### config.mk
export PLATFORM = sky130hd
export DESIGN_NAME = move_sequencer_flat
export DESIGN_NICKNAME = d
export VERILOG_FILES = /design/src/rtl/move_sequencer_if.sv /design/src/rtl/move_sequencer.sv /design/src/flat_wrapper.sv
export SDC_FILE = /design/constraint.sdc
export NUM_CORES = 1
export LEC_CHECK = 0
export BUFFER_PORTS_ARGS = -buffer_cell sky130_fd_sc_hd__buf_4
export CORE_ASPECT_RATIO = 0.6
export CORE_MARGIN = 10
export CORE_UTILIZATION = 45
export CTS_CLUSTER_SIZE = 12
export DETAILED_ROUTE_END_ITERATION = 10
export PLACE_DENSITY = 0.74
export SYNTH_ARGS = -nofsm -noshare
export SYNTH_HDL_FRONTEND = slang
export SYNTH_SLANG_ARGS = --single-unit
### constraint.sdc
create_clock -name clk_in -period 3.6 [get_ports clk_in]
set_clock_uncertainty 0.15 [all_clocks]
set_input_delay 0.72 -clock clk_in [delete_from_list [all_inputs] [get_ports clk_in]]
set_output_delay 0.72 -clock clk_in [all_outputs]
set_load 0.05 [all_outputs]
### src/rtl/move_sequencer_if.sv
// ============================================================================
// Module      : move_sequencer_if
// Description : Bus between move_sequencer and board_updater.
//               master : sequencer side. It drives the start pulse, the move,
//                        the side to move, the committed board and the ko
//                        board. It receives the updater result and verdicts.
//               slave  : updater side, with the directions mirrored.
//               Boards are [row][col][cell]. Cell encoding: 00 empty,
//               01 black, 10 white.
// Revision    : 1.0 - initial release
// ============================================================================
`default_nettype none

interface move_sequencer_if;
  logic                 upd_start;       // 1-cycle start pulse
  logic [7:0]           upd_move;        // [7:4] row, [3:0] col
  logic                 upd_turn;        // 1 = white
  logic [8:0][8:0][1:0] upd_board;       // committed board
  logic [8:0][8:0][1:0] upd_ko;          // previous committed board
  logic [8:0][8:0][1:0] upd_next_board;  // updater result
  logic                 upd_valid;       // verdict: legal
  logic                 upd_invalid;     // verdict: illegal

  modport master (
    output upd_start, upd_move, upd_turn, upd_board, upd_ko,
    input  upd_next_board, upd_valid, upd_invalid
  );

  modport slave (
    input  upd_start, upd_move, upd_turn, upd_board, upd_ko,
    output upd_next_board, upd_valid, upd_invalid
  );
endinterface

`default_nettype wire

### src/rtl/move_sequencer.sv
// ============================================================================
// Module      : move_sequencer
// Description : Turn controller in front of board_updater. It serves only the
//               side to move. It pre-checks the move for range and for an
//               occupied target, then runs the updater and waits for its
//               verdict. On a legal verdict it commits the board, the ko
//               board and the turn. It also tracks passes and game-over.
// Ports       : clk_in, rst_n_in   clock, async active-low reset
//               new_game           1-cycle clear pulse
//               req_b/w, move_b/w  level requests and their moves
//               ack_b/w, nack_b/w  1-cycle commit / reject pulses
//               upd                move_sequencer_if.master to the updater
//               turn               side to move (0 = black)
//               move_count         commits + passes, saturating at 255
//               game_over          two consecutive passes seen
//               err_timeout        sticky updater timeout
// Config      : define MOVE_SEQ_TIMEOUT_EN to bound the wait for a verdict
//               at TIMEOUT_CYCLES. When it is not defined, the wait is
//               unbounded and err_timeout is tied to 0.
// Revision    : 1.0 - initial release
// ============================================================================
`default_nettype none

module move_sequencer #(
  parameter logic [7:0]  PASS_CODE      = 8'hFF,
  parameter int unsigned TIMEOUT_CYCLES = 255
) (
  input  wire               clk_in,
  input  wire               rst_n_in,
  input  wire               new_game,
  input  wire               req_b,
  input  wire               req_w,
  input  wire  [7:0]        move_b,
  input  wire  [7:0]        move_w,
  output logic              ack_b,
  output logic              ack_w,
  output logic              nack_b,
  output logic              nack_w,
  move_sequencer_if.master  upd,
  output logic              turn,
  output logic [7:0]        move_count,
  output logic              game_over,
  output logic              err_timeout
);

  typedef enum logic [2:0] {
    S_IDLE   = 3'd0,
    S_CHECK  = 3'd1,
    S_START  = 3'd2,
    S_WAIT   = 3'd3,
    S_COMMIT = 3'd4,
    S_REJECT = 3'd5,
    S_OVER   = 3'd6
  } state_t;

  if (TIMEOUT_CYCLES < 1) begin : g_bad_timeout
    $error("move_sequencer: TIMEOUT_CYCLES must be at least 1");
  end

  state_t               r_state;
  logic [8:0][8:0][1:0] r_board;
  logic [8:0][8:0][1:0] r_ko;
  logic                 r_turn;
  logic [7:0]           r_move;
  logic                 r_side;      // side that owns the current grant
  logic                 r_pass;      // previous action was a pass
  logic [7:0]           r_count;
  logic                 r_game_over;
  logic                 r_ng_pend;   // new_game seen while the updater runs
  logic                 r_start;
  logic                 r_ack_b;
  logic                 r_ack_w;
  logic                 r_nack_b;
  logic                 r_nack_w;

  logic       w_is_pass;
  logic       w_in_range;
  logic [3:0] w_row;
  logic [3:0] w_col;
  logic       w_occupied;
  logic       w_resp_busy;
  logic       w_grant_req;
  logic [7:0] w_grant_move;
  logic [7:0] w_count_inc;
  logic       w_verdict;
  logic       w_timeout;
  logic       w_wait_done;
  logic       w_clear_now;

  assign w_is_pass  = (r_move == PASS_CODE);
  assign w_in_range = (r_move[7:4] <= 4'd8) && (r_move[3:0] <= 4'd8);
  // Clamp the index so that an out-of-range move never addresses the board.
  assign w_row      = w_in_range ? r_move[7:4] : 4'd0;
  assign w_col      = w_in_range ? r_move[3:0] : 4'd0;
  assign w_occupied = w_in_range && (r_board[w_row][w_col] != 2'b00);

  // While an ack or nack is on the wire, the source still holds req.
  // Ignoring requests in that cycle prevents a double service.
  assign w_resp_busy  = r_ack_b | r_ack_w | r_nack_b | r_nack_w;
  assign w_grant_req  = r_turn ? req_w  : req_b;
  assign w_grant_move = r_turn ? move_w : move_b;
  assign w_count_inc  = (r_count == 8'hFF) ? r_count : r_count + 8'd1;

  assign w_verdict   = upd.upd_valid | upd.upd_invalid;
  assign w_wait_done = w_verdict | w_timeout;

`ifdef MOVE_SEQ_TIMEOUT_EN
  localparam int c_CNT_W = (TIMEOUT_CYCLES > 255) ? $clog2(TIMEOUT_CYCLES + 1) : 8;
  localparam logic [c_CNT_W-1:0] c_TO_LAST = c_CNT_W'(TIMEOUT_CYCLES - 1);

  logic [c_CNT_W-1:0] r_wait_cnt;
  logic               r_err_timeout;

  assign w_timeout = (r_state == S_WAIT) && (r_wait_cnt == c_TO_LAST) && !w_verdict;

  always_ff @(posedge clk_in or negedge rst_n_in) begin
    if (!rst_n_in) begin
      r_wait_cnt    <= '0;
      r_err_timeout <= 1'b0;
    end else begin
      r_wait_cnt <= (r_state == S_WAIT) ? r_wait_cnt + 1'b1 : '0;
      if (w_timeout) begin
        r_err_timeout <= 1'b1;
      end
    end
  end

  assign err_timeout = r_err_timeout;
`else
  assign w_timeout   = 1'b0;
  assign err_timeout = 1'b0;
`endif

  // A new_game in START or WAIT is deferred until the updater finishes.
  // In every other state it takes effect at once and wins over a grant.
  always_comb begin
    w_clear_now = 1'b0;
    case (r_state)
      S_START: w_clear_now = 1'b0;
      S_WAIT:  w_clear_now = (r_ng_pend | new_game) & w_wait_done;
      default: w_clear_now = new_game;
    endcase
  end

  always_ff @(posedge clk_in or negedge rst_n_in) begin
    if (!rst_n_in) begin
      r_state     <= S_IDLE;
      r_board     <= '0;
      r_ko        <= '0;
      r_turn      <= 1'b0;
      r_move      <= 8'd0;
      r_side      <= 1'b0;
      r_pass      <= 1'b0;
      r_count     <= 8'd0;
      r_game_over <= 1'b0;
      r_ng_pend   <= 1'b0;
      r_start     <= 1'b0;
      r_ack_b     <= 1'b0;
      r_ack_w     <= 1'b0;
      r_nack_b    <= 1'b0;
      r_nack_w    <= 1'b0;
    end else begin
      r_start  <= 1'b0;
      r_ack_b  <= 1'b0;
      r_ack_w  <= 1'b0;
      r_nack_b <= 1'b0;
      r_nack_w <= 1'b0;

      if (w_clear_now) begin
        // Any verdict that arrives together with a deferred clear is dropped.
        r_board     <= '0;
        r_ko        <= '0;
        r_turn      <= 1'b0;
        r_count     <= 8'd0;
        r_pass      <= 1'b0;
        r_game_over <= 1'b0;
        r_ng_pend   <= 1'b0;
        r_state     <= S_IDLE;
      end else begin
        case (r_state)
          S_IDLE: begin
            if (w_grant_req && !w_resp_busy) begin
              r_move  <= w_grant_move;
              r_side  <= r_turn;
              r_state <= S_CHECK;
            end
          end

          S_CHECK: begin
            if (w_is_pass) begin
              r_turn      <= ~r_turn;
              r_count     <= w_count_inc;
              r_pass      <= 1'b1;
              r_game_over <= r_pass;
              r_ack_b     <= ~r_side;
              r_ack_w     <= r_side;
              r_state     <= r_pass ? S_OVER : S_IDLE;
            end else if (!w_in_range || w_occupied) begin
              r_state <= S_REJECT;
            end else begin
              r_start <= 1'b1;
              r_state <= S_START;
            end
          end

          S_START: begin
            if (new_game) begin
              r_ng_pend <= 1'b1;
            end
            r_state <= S_WAIT;
          end

          S_WAIT: begin
            if (new_game) begin
              r_ng_pend <= 1'b1;
            end
            if (upd.upd_valid) begin
              r_ko    <= r_board;
              r_board <= upd.upd_next_board;
              r_turn  <= ~r_turn;
              r_pass  <= 1'b0;
              r_count <= w_count_inc;
              r_ack_b <= ~r_side;
              r_ack_w <= r_side;
              r_state <= S_COMMIT;
            end else if (upd.upd_invalid || w_timeout) begin
              r_nack_b <= ~r_side;
              r_nack_w <= r_side;
              r_state  <= S_REJECT;
            end
          end

          // The ack is already on the wire. This state only covers that cycle.
          S_COMMIT: r_state <= S_IDLE;

          // A verdict or timeout rejection raised its nack on the way in.
          // A pre-check rejection arrives with no nack yet and raises it here.
          S_REJECT: begin
            if (!(r_nack_b | r_nack_w)) begin
              r_nack_b <= ~r_side;
              r_nack_w <= r_side;
            end
            r_state <= S_IDLE;
          end

          S_OVER: begin
            if (!w_resp_busy) begin
              r_nack_b <= req_b;
              r_nack_w <= req_w;
            end
          end

          default: r_state <= S_IDLE;
        endcase
      end
    end
  end

  assign ack_b      = r_ack_b;
  assign ack_w      = r_ack_w;
  assign nack_b     = r_nack_b;
  assign nack_w     = r_nack_w;
  assign turn       = r_turn;
  assign move_count = r_count;
  assign game_over  = r_game_over;

  assign upd.upd_start = r_start;
  assign upd.upd_move  = r_move;
  assign upd.upd_turn  = r_turn;
  assign upd.upd_board = r_board;
  assign upd.upd_ko    = r_ko;

endmodule

`default_nettype wire
### src/flat_wrapper.sv
// flat-port wrapper written by rule: the top's interface ports become plain ports
module move_sequencer_flat 
#(
  parameter logic [7:0]  PASS_CODE      = 8'hFF,
  parameter int unsigned TIMEOUT_CYCLES = 255
)
  (clk_in, rst_n_in, new_game, req_b, req_w, move_b, move_w, ack_b, ack_w, nack_b, nack_w, turn, move_count, game_over, err_timeout, upd_upd_start, upd_upd_move, upd_upd_turn, upd_upd_board, upd_upd_ko, upd_upd_next_board, upd_upd_valid, upd_upd_invalid);
  move_sequencer_if upd_i ();
  input  wire clk_in;
  input  wire rst_n_in;
  input  wire new_game;
  input  wire req_b;
  input  wire req_w;
  input  wire  [7:0] move_b;
  input  wire  [7:0] move_w;
  output logic ack_b;
  output logic ack_w;
  output logic nack_b;
  output logic nack_w;
  output logic turn;
  output logic [7:0] move_count;
  output logic game_over;
  output logic err_timeout;
  output wire logic [$bits(upd_i.upd_start)-1:0] upd_upd_start;
  output wire logic [$bits(upd_i.upd_move)-1:0] upd_upd_move;
  output wire logic [$bits(upd_i.upd_turn)-1:0] upd_upd_turn;
  output wire logic [$bits(upd_i.upd_board)-1:0] upd_upd_board;
  output wire logic [$bits(upd_i.upd_ko)-1:0] upd_upd_ko;
  input wire logic [$bits(upd_i.upd_next_board)-1:0] upd_upd_next_board;
  input wire logic [$bits(upd_i.upd_valid)-1:0] upd_upd_valid;
  input wire logic [$bits(upd_i.upd_invalid)-1:0] upd_upd_invalid;
  assign upd_upd_start = upd_i.upd_start;
  assign upd_upd_move = upd_i.upd_move;
  assign upd_upd_turn = upd_i.upd_turn;
  assign upd_upd_board = upd_i.upd_board;
  assign upd_upd_ko = upd_i.upd_ko;
  assign upd_i.upd_next_board = upd_upd_next_board;
  assign upd_i.upd_valid = upd_upd_valid;
  assign upd_i.upd_invalid = upd_upd_invalid;
  move_sequencer #(.PASS_CODE(PASS_CODE), .TIMEOUT_CYCLES(TIMEOUT_CYCLES)) u_core (.clk_in(clk_in), .rst_n_in(rst_n_in), .new_game(new_game), .req_b(req_b), .req_w(req_w), .move_b(move_b), .move_w(move_w), .ack_b(ack_b), .ack_w(ack_w), .nack_b(nack_b), .nack_w(nack_w), .upd(upd_i), .turn(turn), .move_count(move_count), .game_over(game_over), .err_timeout(err_timeout));
endmodule
After elaboration in Yosys (flattened, before gate mapping)
Index checks and enable logic that the tools add are counted.
{ "word_totals": {"ff_bits": 353, "inputBits": 185} }
{ "classes": {"addsub": 1, "magnitude_cmp": 4, "n_eq_ne": 12, "n_mux": 66, "n_bitwise": 10, "n_reduce_logical": 22} }
{ "op_table": {"columns": ["op", "count"], "rows": [
  ["two-way mux 162 bit", 6],
  ["binary-select mux 18 bit (select 4 bit)", 1],
  ["two-way mux 8 bit", 5],
  ["two-way mux 1 bit", 33],
  ["two-way mux 3 bit", 7],
  ["two-way mux 18 bit", 1],
  ["== test 8 bit, second input constant", 2],
  ["case mux 8 bit (2 select lines)", 1],
  ["case mux 3 bit (5 select lines)", 1],
  ["nonzero test 2 bit", 7],
  ["< comparator 4 x 5 -> 1 bit, second input constant", 2],
  ["case mux 1 bit (2 select lines)", 5],
  ["AND reduction 3 bit", 3],
  ["adder 8 x 1 -> 8 bit, second input constant", 1],
  ["binary-select mux 2 bit (select 4 bit)", 1],
  ["<= comparator 4 bit, second input constant", 2],
  ["two-way mux 4 bit", 2],
  ["== test 3 x 2 -> 1 bit, second input constant", 2],
  ["== test 3 bit, second input constant", 2],
  ["!= test 3 x 1 -> 1 bit, second input constant", 2],
  ["bitwise OR 1 bit", 6],
  ["case mux 1 bit (3 select lines)", 2],
  ["AND reduction 2 bit", 3],
  ["!= test 4 x 3 -> 1 bit, second input constant", 1],
  ["other kinds (12)", 17]
]} }

Depth between registers and ports, before layout
Gate-level depths: netlist of the first run.
{ "logic_depth": {"depth_word": 14, "mapped_depth": 11, "mapped_depth_nobuf": 8} }

Worst setup path after synthesis of the first run
No wires, ideal clock.
{ "synth_timing": {"path_kind": "register to register", "startpoint": "register u_core.r_move[4], in the netlist u_core.upd.upd_move[4]", "endpoint": "register u_core.r_state[2]", "setup_ns": 0.124, "arrival_ns": 2.845, "required_time_ns": 3.326, "slack_ns": 0.481, "stages_incl_launch_ff": 10, "path_buffers": 2, "period_less_slack_ns": 3.119, "path_cell_list": "dfrtp_1 buf_4 buf_2 mux2_2 a221oi_1 o21ai_0 a32o_1 a221oi_2 o41ai_4 o31a_1"} }
{ "synth_between": {"elab_chain_cells": 14, "word_cells_on_any_way": 17} }
{ "synth_lines": {"columns": ["element", "line_no", "text"], "rows": [
  ["start: declaration", "move_sequencer.sv:64", "logic [7:0] r_move;"],
  ["start signal: assignment", "move_sequencer.sv:183", "r_move <= w_grant_move;"],
  ["<= comparator 4 bit", "move_sequencer.sv:91", "assign w_in_range = (r_move[7:4] <= 4'd8) && (r_move[3:0] <= 4'd8);"],
  ["logical AND 1 bit", "move_sequencer.sv:91", null],
  ["two-way mux 4 bit", "move_sequencer.sv:93", "assign w_row = w_in_range ? r_move[7:4] : 4'd0;"],
  ["binary-select mux 18 bit (select 4 bit)", "move_sequencer.sv:95", "assign w_occupied = w_in_range && (r_board[w_row][w_col] != 2'b00);"],
  ["two-way mux 18 bit (implied by the code)", "move_sequencer.sv:95", null],
  ["binary-select mux 2 bit (select 4 bit)", "move_sequencer.sv:95", null],
  ["two-way mux 2 bit (implied by the code)", "move_sequencer.sv:95", null],
  ["nonzero test 2 bit", "move_sequencer.sv:95", null],
  ["logical AND 1 bit", "move_sequencer.sv:95", null],
  ["logical OR 1 bit", "move_sequencer.sv:198", "end else if (!w_in_range || w_occupied) begin"],
  ["two-way mux 3 bit", "move_sequencer.sv:198", null],
  ["two-way mux 3 bit *", "move_sequencer.sv:190", "if (w_is_pass) begin"],
  ["case mux 3 bit (5 select lines) *", "move_sequencer.sv:180", "case (r_state)"],
  ["two-way mux 3 bit *", "move_sequencer.sv:169", "if (w_clear_now) begin"],
  ["end signal: assignment", "move_sequencer.sv:197", "r_state <= r_pass ? S_OVER : S_IDLE;"],
  ["end: declaration", "move_sequencer.sv:60", "state_t r_state;"]
]} }
Mark *: on every way between the ends. The rest lies on a longest branch, timed or not. The select of a mux whose other input is x is not followed.
A chain may end at the register's enable or synchronous reset.

Final worst setup path of the first run
{ "layout_timing": {"startpoint": "register u_core.r_move[3], in the netlist u_core.upd.upd_move[3]", "endpoint": "register u_core.r_state[2]"} }
The elaborated chain is that of the path after synthesis.

==> results of run 1 <==
[cells in the final DEF, fill, tap and decap left out, types with 5 or more instances in the layout]
| master | count |
|---|---|
| nand2b_1 | 7 |
| nand4_1 | 5 |
| a21oi_1 | 353 |
| and2_1 | 5 |
| or3_1 | 5 |
| xnor2_1 | 5 |
| nand3_1 | 14 |
| buf_12 | 10 |
| nor2b_1 | 5 |
| inv_1 | 7 |
| nand2_1 | 687 |
| o22ai_1 | 8 |
| nor3_1 | 17 |
| clkbuf_16 | 37 |
| dfrtp_1 | 352 |
| o21ai_0 | 21 |
| o221ai_1 | 7 |
| buf_4 | 563 |
| mux2i_1 | 25 |
| a31oi_1 | 8 |
| a211oi_1 | 10 |
| mux2_2 | 12 |
| o211ai_1 | 5 |
| and3_1 | 7 |
| nor2_1 | 44 |
[state kept, by name (all words and copies together) (netlist names)]
| name | cells |
|---|---|
| u_core.ack_b | 1 |
| u_core.r_ng_pend | 1 |
| u_core.move_count | 8 |
| u_core.r_state | 3 |
| u_core.turn | 1 |
| u_core.upd.upd_board | 162 |
| u_core.nack_b | 1 |
| u_core.ack_w | 1 |
| u_core.r_pass | 1 |
| u_core.upd.upd_move | 8 |
| u_core.r_side | 1 |
| u_core.game_over | 1 |
| u_core.upd.upd_ko | 162 |
| u_core.nack_w | 1 |
| u_core.upd.upd_start | 1 |
[metal layers]
metal | vias to the layer above | part of all wire [%]
met5 | - | 0
met4 | 0 | 2.5
met3 | 85 | 11
met2 | 718 | 44
met1 | 7833 | 42
li1 | 7074 | -
[kinds of logic after synthesis]
group / count (synthesis)
AND/OR/NAND/NOR: 820
other: 1
XOR/XNOR: 8
multiplexers: 38
AO/OA/AOI/OAI: 462
adder cells (fa/ha/maj): 1
buffers and inverters: 146
flip-flops: 353
[area by class of cell]
type / instances / area (um^2) / area share, %
Sequential cell: 353 / 8830 / 41.3
Inverter: 7 / 26.3 / 0.123
Antenna cell: 1 / 2.50 / 0.0117
Clock inverter: 1 / 8.76 / 0.0409
Timing Repair Buffer: 574 / 4440 / 20.8
Clock buffer: 45 / 996 / 4.65
Multi-Input combinational cell: 1330 / 6500 / 30.4
Tap cell: 467 / 584 / 2.73
[critical path, delay by kind of cell (launching register included)]
kind / cells / cell delay [ns]
AND/OR/NAND/NOR: 3 / 0.84
flip-flops: 1 / 0.75
multiplexers: 1 / 0.56
AO/OA/AOI/OAI: 4 / 0.97
[metrics by stage]
stage	total power (W)	instance area, um^2	hold slack, ns	worst slack, ns	utilization, %
final	0.0111	21400	0.0723	0.185	61.2
after detailed placement	0.00769	20400	0.330	0.127	58.3
after CTS	0.0111	21400	0.0867	0.128	61.2
after global routing	0.0116	21400	0.112	0.00609	61.2
after floorplan	0.00645	15900	0.274	0.481	-
after global placement	0.00770	20400	0.315	0.139	58.3
[power by group through the flow]
stage	Combinational (W)	Sequential, W	Clock [W]
floorplan	0.00171	0.00475	0
CTS	0.00318	0.00444	0.00349
global placement	0.00319	0.00451	0
global route	0.00343	0.00447	0.00367
detailed placement	0.00318	0.00451	0
finish	0.00324	0.00445	0.00344
[how the worst max path moves through the flow]
stage	from	endpoint	slack (ns)	cells past startpoint
6_report	u_core.upd.upd_move[3]	u_core.r_state[2]	0.19	8
5_1_grt	u_core.upd.upd_move[3]	u_core.r_state[1]	0.006	8
4_1_cts	u_core.upd.upd_move[7]	u_core.r_state[2]	0.13	9
3_5_place_dp	u_core.upd.upd_move[7]	u_core.r_state[2]	0.13	9
3_3_place_gp	u_core.upd.upd_move[7]	u_core.r_state[2]	0.14	9
2_1_floorplan	u_core.upd.upd_move[4]	u_core.r_state[2]	0.48	9
[repair_timing]
action,4_1_cts,5_1_grt
endpoints found under the setup margin,0,4
gates resized for setup,0,2
hold buffers,0,0
==> impl_metrics.toml, run 1 <==
[cts]
cts.clk_slew.worst_paths_ns = 0.06
cts.sinks = 353
worstSkewPairLatency_ns = 0.53
cts_root_buf = "clkbuf_16"
post-cts-setup-buffer-count = 0
htreeDepth = 2
cts-buffers-inserted = 36
clockBufferDepth = 3
cts_tree = "yes"

[final_layout]
nFillCells = 3069
area_delta_synth_final_pct = 34.5
drive_gt1_share_pct = 28.2
stdcell_count = 2778
nNetsFinal = 2488

[route]
totalWireLength_mm = 67.0
drc_errors = 0
drt_iter0_markers = 1733
routedWlPerCell_um = 24.1
drt-vias-per-instance = 5.66
first_pass_iters = 7
ant_nets = 0
vias = 15700

[logic_synthesis]
synth_common_cells = "687 x nand2_1, 353 x a21oi_1, 353 x dfrtp_1"
synth-seq-cells = 353
yosys.cell_count.top_type = "nand2_1"
synth_compound_area_share_pct = 16.8
synthesis.instances = 1829
synth-adder-area-share_pct = 0.0786
yosysTopAreaCellShare_pct = 55.5
synth_edf_count = 0
yosys.area_share.simple_pct = 20.8
synthMuxAreaShare_pct = 2.56
synth_xor_area_share_pct = 0.440
seq_area_frac_synth_pct = 55.5
yosysTopAreaCell = "dfrtp_1"
synth_warnings = 0
synth.area.top_cells = "dfrtp_1 56%, nand2_1 16%, a21oi_1 11%, clkbuf_1 2.7%, mux2i_1 1.6%"
avgSynthCellArea_um2 = 8.70
synthesis.nets = 2015
synth_top_family_by_area = "simple AND/OR/NAND/NOR gates"
synthArstFlopShare_pct = 100
netlist_area_mm2 = 0.0159
ys.flop_type = "dfrtp_1"
synth.distinct_cells = 77

[global_route]
track_usage_pct = 29.3
grt_use_met1_pct = 39.4
use_met2_pct = 43.9
use_met3_pct = 10.6
grt.busiest_layer = "met2"
overflow = 0
grt_max_degree = 188
grt_pass1_vias = 15000
grt_first_pass_wirelength_mm = 99.3
antenna_found_initial = 2

[timing]
final-setup-viol-count = 0
fin_setup_tns_ns = 0
hold_viol_final = 0
slew_headroom_pct = 36.9
rsz0062_at_grt = "no"
finalMaxSlewViolations = 0
worst_slew_pin_slew_ns = 0.946
fmax_mhz = 293
fin_crit_sh_pct = 94.9
post-route-min-period_ns = 3.41

[power_and_ir_drop]
pwr-share-seq_pct = 40.0
p_sw_w = 0.00410
internal_power_w = 0.00703
power.density_mw_per_mm2 = 520
ir_drop_mv = 0.313
swShare_pct = 36.8
pwr-share-clk_pct = 30.9
comb_power_share_pct = 29.1
leakage_nw = 9.84

[outcome]
status = "finished, final reports clean"

[floorplanning]
die-area_mm2 = 0.0435
die_x_um = 263
ios = 534
core_area_mm2 = 0.0349
initial_core_util_pct = 45.5
row_count = 53
die_h_um = 166

[worst_setup_path]
start_kind = "register"
regToRegEndpoint = "u_core.r_state[2]"
crit_chain = "nand2b_4, nand2b_2, mux4_2, and2_1, o32ai_2, o221a_2, o41ai_4, o31a_1"
critPathCaptureType = "register"
required_ns = 3.87
r2r_start = "u_core.upd.upd_move[3]"
rrSetupSlack_ns = 0.19
reg2reg_depth = 8
critical_path.max_fanout = 16
cp_slowest_cell = "dfrtp_1"
max_stage_delay_ns = 0.75
arrival_ns = 3.68
crit_type = "register to register"

[flow_run]
maxCapViolCount = 0

[place]
portBuffers = 532
dp_cells = 2731
globalplace.congestion = 0.940
hpwl_mm = 50.3

[hold_path]
hold_class = "primary input to asynchronous set/reset pin"
Power figures use the tool's default switching activity.
==> run 2, diff against run 1 <==
--- a/config.mk
+++ b/config.mk
@@ -8,10 +8,10 @@
 export BUFFER_PORTS_ARGS = -buffer_cell sky130_fd_sc_hd__buf_4
 export CORE_ASPECT_RATIO = 0.6
 export CORE_MARGIN = 10
-export CORE_UTILIZATION = 45
+export CORE_UTILIZATION = 51
 export CTS_CLUSTER_SIZE = 12
 export DETAILED_ROUTE_END_ITERATION = 10
-export PLACE_DENSITY = 0.74
+export PLACE_DENSITY = 0.83
 export SYNTH_ARGS = -nofsm -noshare
 export SYNTH_HDL_FRONTEND = slang
 export SYNTH_SLANG_ARGS = --single-unit
==> impl_metrics.toml, run 2 (synthesis results as in run 1) <==
[outcome]
status = "finished, final reports clean"

[final_layout]
drive_gt1_share_pct = 28.0
nFillCells = 2369
final_common_cell = "nand2_1"
stdcell_area_mm2 = 0.0213
final_cell_mix = "687 x nand2_1, 556 x buf_4, 353 x a21oi_1"
area_delta_synth_final_pct = 34.0
nNetsFinal = 2484

[cts]
htreeDepth = 2
post-cts-setup-buffer-count = 0
cts.sinks = 353
hold_buffers = 0
cts_resized = 0
worstSkewPairLatency_ns = 0.52
clockBufferDepth = 3
cts_tree = "yes"
cts.clk_slew.worst_paths_ns = 0.06
cts-buffers-inserted = 36
cts_root_buf = "clkbuf_16"

[hold_path]
hold_class = "primary input to asynchronous set/reset pin"

[worst_setup_path]
arrival_ns = 3.59
required_ns = 3.81
crit_type = "register to register"
critPathCaptureType = "register"
critical_path.max_fanout = 12
start_kind = "register"
rrSetupSlack_ns = 0.23

[timing]
fmax_mhz = 296
post-route-min-period_ns = 3.37
rsz0062_at_grt = "no"
slew_headroom_pct = 44.9
hold_viol_final = 0
worst_slew_pin_slew_ns = 0.825
final-setup-viol-count = 0
worst_slack_ns = 0.225
fin_crit_sh_pct = 93.7
fin_setup_tns_ns = 0
finalMaxSlewViolations = 0

[power_and_ir_drop]
totalPowerFinal_w = 0.0111
leakage_nw = 9.83
power.density_mw_per_mm2 = 520
ir_drop_mv = 0.385

[place]
globalplace.congestion = 0.955
place_area_mm2 = 0.0203
pre_cts_ws_ns = 0.268
portBuffers = 532
hpwl_mm = 50.0

[route]
drt_iter0_markers = 2003
totalWireLength_mm = 66.9
first_pass_iters = 5
vias = 16000
routedWlPerCell_um = 24.6
ant_nets = 0
drt-vias-per-instance = 5.87
drc_errors = 0

[floorplanning]
core_area_mm2 = 0.0303
die-area_mm2 = 0.0389
initial_core_util_pct = 52.4
row_count = 49
die_x_um = 248
ios = 534
die_h_um = 157

[global_route]
grt_first_pass_wirelength_mm = 97.8
track_usage_pct = 32.9
use_met3_pct = 9.23
grt.busiest_layer = "met2"
grt_max_degree = 165
grt_pass1_vias = 15100
use_met2_pct = 51.3
antenna_found_initial = 6
overflow = 0
grt_use_met1_pct = 44.5

[flow_run]
maxCapViolCount = 0
==> run 2: cell type report <==
type	count	area (um^2)	area share, %
inverter	7	26.3	0.123
timing repair buffer	570	4450	20.9
antenna	2	5.00	0.0235
clock inverter	1	8.76	0.0411
clock buffer	48	997	4.68
multi-input combinational	1330	6500	30.5
sequential	353	8840	41.4
tap	408	510	2.39
==> run 2: stage by stage <==
stage          util (%)  cells  hold WS (ns)
2_1_floorplan         -   1829         0.274
3_3_place_gp       66.9   2668         0.328
3_5_place_dp       66.9   2668         0.329
4_1_cts            70.3   2717        0.0837
5_1_grt            70.3   2719         0.108
6_report           70.3   2719        0.0606
==> run 2: final timing paths <==
| check | from | to | cells after the start |
|---|---|---|---|
| setup / recovery | u_core.upd.upd_move[7] | u_core.move_count[5] | 9 |
| hold / removal | rst_n_in | u_core.move_count[3] | 1 |
| setup reg to reg | u_core.upd.upd_move[7] | u_core.move_count[5] | 9 |
| hold reg to reg | u_core.r_side | u_core.ack_b | 1 |
| max in group asynchronous | rst_n_in | u_core.upd.upd_board[69] | 2 |
| min in group clk_in | upd_upd_next_board[53] | u_core.upd.upd_board[53] | 3 |
==> run 2: metal layers <==
| metal | wire, um | vias up | share of wire (%) |
|---|---|---|---|
| met5 | 18 | - | 0.027 |
| met1 | 26800 | 7910 | 40 |
| li1 | - | 7069 | - |
| met4 | 1720 | 2 | 2.6 |
| met2 | 31100 | 867 | 46 |
| met3 | 7220 | 111 | 11 |
==> run 2: where the power goes <==
part           switching (W)  internal [W]  total [W]  leakage (nW)
registers           0.000311       0.00411    0.00442          4.90
clock network        0.00149       0.00191    0.00340         0.491
logic                0.00225       0.00101    0.00326          4.43
==> run 2: worst max-delay path, cell delays in order, from the launching register on <==
cell and delay [ns]:
dfrtp_1 0.67, buf_4 0.27, nand4_1 0.19, nor3_1 0.47
o21ai_0 0.39, a41o_1 0.36, a21oi_1 0.31, and3_1 0.24
xnor2_1 0.12, nor2_1 0.06
